**config.mk**
```make
export PLATFORM = sky130hd
export DESIGN_NAME = iob_cpu_mem_arb
export DESIGN_NICKNAME = d
export VERILOG_FILES = /design/src/rtl/iob_cpu_mem_arb.sv
export SDC_FILE = /design/constraint.sdc
export NUM_CORES = 1
export LEC_CHECK = 0
export ABC_CLOCK_PERIOD_IN_PS = 1600
export CAP_MARGIN = 40
export CORE_AREA = 5 5 118 120
export CTS_CLUSTER_DIAMETER = 200
export DETAILED_ROUTE_END_ITERATION = 8
export DIE_AREA = 0 0 123 125
export PLACE_DENSITY = 0.67
export SKIP_CTS_REPAIR_TIMING = 1
export SYNTH_ARGS = -nofsm -noshare
export SYNTH_HDL_FRONTEND = slang
export SYNTH_SLANG_ARGS = --single-unit
```
**constraint.sdc**
```tcl
create_clock -name clk_i -period 1.6 [get_ports clk_i]
set_clock_uncertainty 0.2 [all_clocks]
set_input_delay 0.32 -clock clk_i [delete_from_list [all_inputs] [get_ports clk_i]]
set_output_delay 0.32 -clock clk_i [all_outputs]
set_load 0.005 [all_outputs]
```
**src/rtl/iob_cpu_mem_arb.sv**
```systemverilog
// iob_cpu_mem_arb: merges a CPU instruction bus and data bus (IOb native)
// onto a single memory port. Only one transfer is in flight at a time; a
// read holds the port until its rvalid returns, writes complete on accept.
module iob_cpu_mem_arb #(
    parameter int ADDR_W = 32,
    parameter int DATA_W = 32
) (
    input  logic                  clk_i,
    input  logic                  rst_i,
    input  logic                  cke_i,

    input  logic                  i_avalid_i,
    input  logic [ADDR_W-1:0]     i_addr_i,
    input  logic [DATA_W-1:0]     i_wdata_i,
    input  logic [DATA_W/8-1:0]   i_wstrb_i,
    output logic [DATA_W-1:0]     i_rdata_o,
    output logic                  i_rvalid_o,
    output logic                  i_ready_o,

    input  logic                  d_avalid_i,
    input  logic [ADDR_W-1:0]     d_addr_i,
    input  logic [DATA_W-1:0]     d_wdata_i,
    input  logic [DATA_W/8-1:0]   d_wstrb_i,
    output logic [DATA_W-1:0]     d_rdata_o,
    output logic                  d_rvalid_o,
    output logic                  d_ready_o,

    output logic                  m_avalid_o,
    output logic [ADDR_W-1:0]     m_addr_o,
    output logic [DATA_W-1:0]     m_wdata_o,
    output logic [DATA_W/8-1:0]   m_wstrb_o,
    input  logic [DATA_W-1:0]     m_rdata_i,
    input  logic                  m_rvalid_i,
    input  logic                  m_ready_i
);

    localparam int STRB_W = DATA_W / 8;

    // Port identifiers used for owner / last_grant / selection.
    localparam logic PORT_I = 1'b0;
    localparam logic PORT_D = 1'b1;

    typedef enum logic {
        IDLE   = 1'b0,
        WAIT_R = 1'b1
    } state_t;

    state_t             state_q;
    logic               owner_q;
    logic               last_grant_q;

    logic               any_req;
    logic               sel;
    logic [STRB_W-1:0]  sel_wstrb;
    logic               in_idle;
    logic               in_wait;
    logic               accept;

    // Request selection: a lone requester wins; on conflict the port that
    // was not granted last wins.
    always_comb begin
        any_req = i_avalid_i | d_avalid_i;
        if (i_avalid_i && d_avalid_i) begin
            sel = ~last_grant_q;
        end else begin
            sel = d_avalid_i ? PORT_D : PORT_I;
        end
        sel_wstrb = (sel == PORT_D) ? d_wstrb_i : i_wstrb_i;
    end

    assign in_idle = (state_q == IDLE);
    // Reset also masks rvalid so nothing leaks out while rst_i is held.
    assign in_wait = (state_q == WAIT_R) && !rst_i;

    // Request path: selected port drives the memory port while idle.
    assign m_avalid_o = in_idle & any_req;
    assign m_addr_o   = (sel == PORT_D) ? d_addr_i  : i_addr_i;
    assign m_wdata_o  = (sel == PORT_D) ? d_wdata_i : i_wdata_i;
    assign m_wstrb_o  = m_avalid_o ? sel_wstrb : '0;

    assign i_ready_o  = m_avalid_o & (sel == PORT_I) & m_ready_i;
    assign d_ready_o  = m_avalid_o & (sel == PORT_D) & m_ready_i;
    assign accept     = m_avalid_o & m_ready_i;

    // Response path: rvalid goes only to the owner of the outstanding read.
    assign i_rvalid_o = in_wait & (owner_q == PORT_I) & m_rvalid_i;
    assign d_rvalid_o = in_wait & (owner_q == PORT_D) & m_rvalid_i;
    assign i_rdata_o  = m_rdata_i;
    assign d_rdata_o  = m_rdata_i;

    // Arbitration FSM: track outstanding read owner and round-robin history.
    always_ff @(posedge clk_i or posedge rst_i) begin
        if (rst_i) begin
            state_q      <= IDLE;
            owner_q      <= PORT_I;
            last_grant_q <= PORT_I;
        end else if (cke_i) begin
            case (state_q)
                IDLE: begin
                    if (accept) begin
                        last_grant_q <= sel;
                        if (sel_wstrb == '0) begin
                            owner_q <= sel;
                            state_q <= WAIT_R;
                        end
                    end
                end
                WAIT_R: begin
                    if (m_rvalid_i) begin
                        state_q <= IDLE;
                    end
                end
                default: state_q <= IDLE;
            endcase
        end
    end

endmodule

```
==> results of run 1 <==
[kinds of logic (layout without fill, tap and decap cells)]
group / after synthesis / count (layout) / share of synthesized area, %
buffers and inverters: 74 / 267 / 36.51
muxes: 70 / 70 / 49.60
DFF: 3 / 3 / 4.762
AOI/OAI and AO/OA: 5 / 5 / 3.572
and+or+nand+nor: 17 / 17 / 5.556
[per-layer routing]
layer / vias up / global-route usage (%) / part of all wire, %
met5: - / 0 / 0
met4: 0 / 2.280 / 0.99
met3: 14 / 3.568 / 11
met2: 130 / 18.30 / 51
met1: 950 / 11.40 / 37
li1: 912 / - / -
[cell type report]
class / count / area (um^2)
sequential: 3 / 75.07
fill: 1363 / 8891
inverter: 2 / 7.507
multi-input combinational: 92 / 1164
tap: 176 / 220.2
timing repair buffer: 261 / 2439
clock buffer: 4 / 78.83
[power groups by stage]
stage,Clock [uW],Combinational (uW),Sequential [uW]
6_report,402,1470,102
5_1_grt,419,1540,103
3_5_place_dp,0,1230,102
4_1_cts,409,1240,101
2_1_floorplan,0,530,96.0
3_3_place_gp,0,1220,103
[sequential cells by signal (all words and copies together) (netlist names)]
signal and count:
last_grant_q 1, owner_q 1, state_q 1
[cell usage after synthesis (all sizes together)]
library cell	count
nor4	2
or4	1
nor4bb	1
nor2	5
o21ai	2
and3	1
o21bai	1
inv	2
nand2	5
dfrtp	3
nand3	1
mux2	65
mux2i	5
and4	1
a21boi	1
o41ai	1
buf	72
[worst max-delay path: cells and delay by family (launching register included)]
family	cells	cell delay, ps
flip-flops	1	420
buffers and inverters	5	590
multiplexers	1	310
AO/OA/AOI/OAI	1	190
[final timing paths]
kind	endpoint	cells after the start
min in group asynchronous	last_grant_q$_DFFE_PP0P_	4
hold / removal	state_q$_DFFE_PP0P_	5
setup reg to reg	owner_q$_DFFE_PP0P_	9
setup / recovery	m_addr_o[20]	7
max in group asynchronous	owner_q$_DFFE_PP0P_	4
hold reg to reg	state_q$_DFFE_PP0P_	3
[metrics by stage]
stage	hold slack (ps)	instance area (um^2)
floorplan	-121.0	1577
global placement	402.9	3533
detailed placement	406.6	3533
CTS	188.1	3612
global route	345.7	3984
finish	315.0	3984
==> results by group, run 1 <==
Outcome
  – Run status: complete, but fails checks
  – Failing checks: setup timing

Yosys
  – Synth warn: 0
  – Area of the mapped netlist: 1577 um^2
  – Cell types occupying the most area after synthesis: sky130_fd_sc_hd__mux2_2 46%, sky130_fd_sc_hd__buf_4 30%, sky130_fd_sc_hd__dfrtp_1 4.8%
  – Synthesized instance count: 169
  – Average footprint of a synthesized cell: 9.328 um^2
  – Cell type contributing the most total cell area after synthesis: sky130_fd_sc_hd__mux2_2
  – Count of different cell masters after synthesis: 20
  – Number of nets in the synthesized netlist: 344
  – Sequential cell area fraction in the yosys report: 4.762%
  – Flops & latches, synth: 3
  – Post-synth top area share: 46.43%

Routing
  – Iter 0 DRT Violations: 57
  – Detailed-route vias per instance: 3.729
  – Final Routed Wirelength: 10220 um
  – Post-DR wirelength/cell: 18.99 um
  – DR vias: 2006
  – Post-detailed-route DRC marker count: 0
  – Number of nets still failing antenna checks after routing: 0
  – First drt pass iteration count: 4

Clock network
  – TritonCTS Sinks: 3
  – Clock tree from TritonCTS: built
  – Clock root cell: sky130_fd_sc_hd__clkbuf_16
  – CTS buffer count: 3
  – Source-to-sink clock delay at the later pin of the worst-skew pair: 220 ps
  – H-Tree Level Count: 1
  – Number of buffers between clock root and the deepest sink: 2
  – Clock transition at path regs: 30 ps

Worst setup path
  – Cell with the biggest individual delay on the critical path: sky130_fd_sc_hd__dfrtp_1
  – CP Launch Type: flop
  – Req. time, crit path: 1080 ps
  – CP Capture Type: primary output
  – Max Fanout on Critical Path: 7
  – Most common cell type on the critical path: sky130_fd_sc_hd__buf_12
  – FF-to-FF Start: last_grant_q$_DFFE_PP0P_
  – Critical path's largest stage delay: 420 ps
  – Setup slack of the most critical reg-to-reg path: -320 ps
  – Path type of the worst setup path: reg -> out
  – Critical path arrival: 1750 ps
  – Worst Setup SP: last_grant_q$_DFFE_PP0P_
  – Crit-path cells: a21boi_4, buf_12, buf_12, buf_12, buf_6, mux2_4, buf_6

Die
  – Cell Rows: 42
  – Vertical extent of the die: 125 um
  – Core Region: 12870 um^2
  – Die outline width: 123 um
  – Initial Utilization: 12.24%
  – Area enclosed by the die boundary: 15380 um^2
  – Number of top-level design ports: 312

Timing
  – Slew of the pin with the lowest slew margin: 461.8 ps
  – Crit path time final: 2266 ps
  – Highest clock rate: 441.4 MHz
  – RSZ-0062 raised after global routing: true
  – Sum Neg Setup Slack: -41100 ps
  – Total setup violations reported at the end of the flow: 74
  – Worst setup margin: -665.7 ps
  – Slew Limit Fails: 0
  – Hold violation count in the final report: 0
  – Final worst path period share: 141.6%
  – Tightest slew margin relative to the limit: 68.93%

Cells and area
  – Highest-count cells in the layout ignoring fill and taps: 138 x sky130_fd_sc_hd__clkdlybuf4s50_1, 56 x sky130_fd_sc_hd__clkbuf_2, 53 x sky130_fd_sc_hd__mux2_4
  – Final instance count without filler cells: 538
  – Final core area utilization: 30.94%
  – Share of layout cells above drive strength 1: 53.04%
  – Synthesis-to-layout area growth: 152.7%
  – Final antenna diode count: 0
  – Nets: 538
  – Most common cell after layout, fill and taps aside: sky130_fd_sc_hd__clkdlybuf4s50_1

Power and ir drop
  – Switching power: 558.6 uW
  – Clock Power Share: 20.4%
  – Switching Share: 28.29%
  – Leakage dissipation: 0.001865 uW
  – Combinational fraction of design power: 74.5%
  – Cell internal power dissipation: 1416 uW
  – Pwr per Cell Area: 495.7 nW/um^2
  – Portion of total power attributed to sequential cells: 5.2%
  – Overall Power: 1975 uW
  – Max VDD drop: 323.6 uV

Global route
  – Initial antenna violation count: 0
  – Via count of the first global-routing pass: 2042
  – Overall Global Routing Usage: 10.17%
  – Overflow left after global routing: 0
  – Global-route wire length before repair: 12210 um
  – Maximum number of pins on one net before global-route repair: 32

Placement
  – Dpl hpwl: 7791 um
  – Instance count after placement with tap cells included: 504
  – Buffers added on ports: 215
  – Placer congestion estimate: 0.7907
  – Post-Place Worst Slack: -1153 ps

Min path
  – Worst hold start: m_rvalid_i
  – Tightest Hold Check Type: in -> reg

Run
  – Max-cap check violation count: 0
Power figures use the tool's default switching activity.
==> run 2, diff against run 1 <==
Settings changed: GPL_ROUTABILITY_DRIVEN set to 0.
==> results of run 2 <==
Final layout, timing and power as in run 1 (identical DEF).
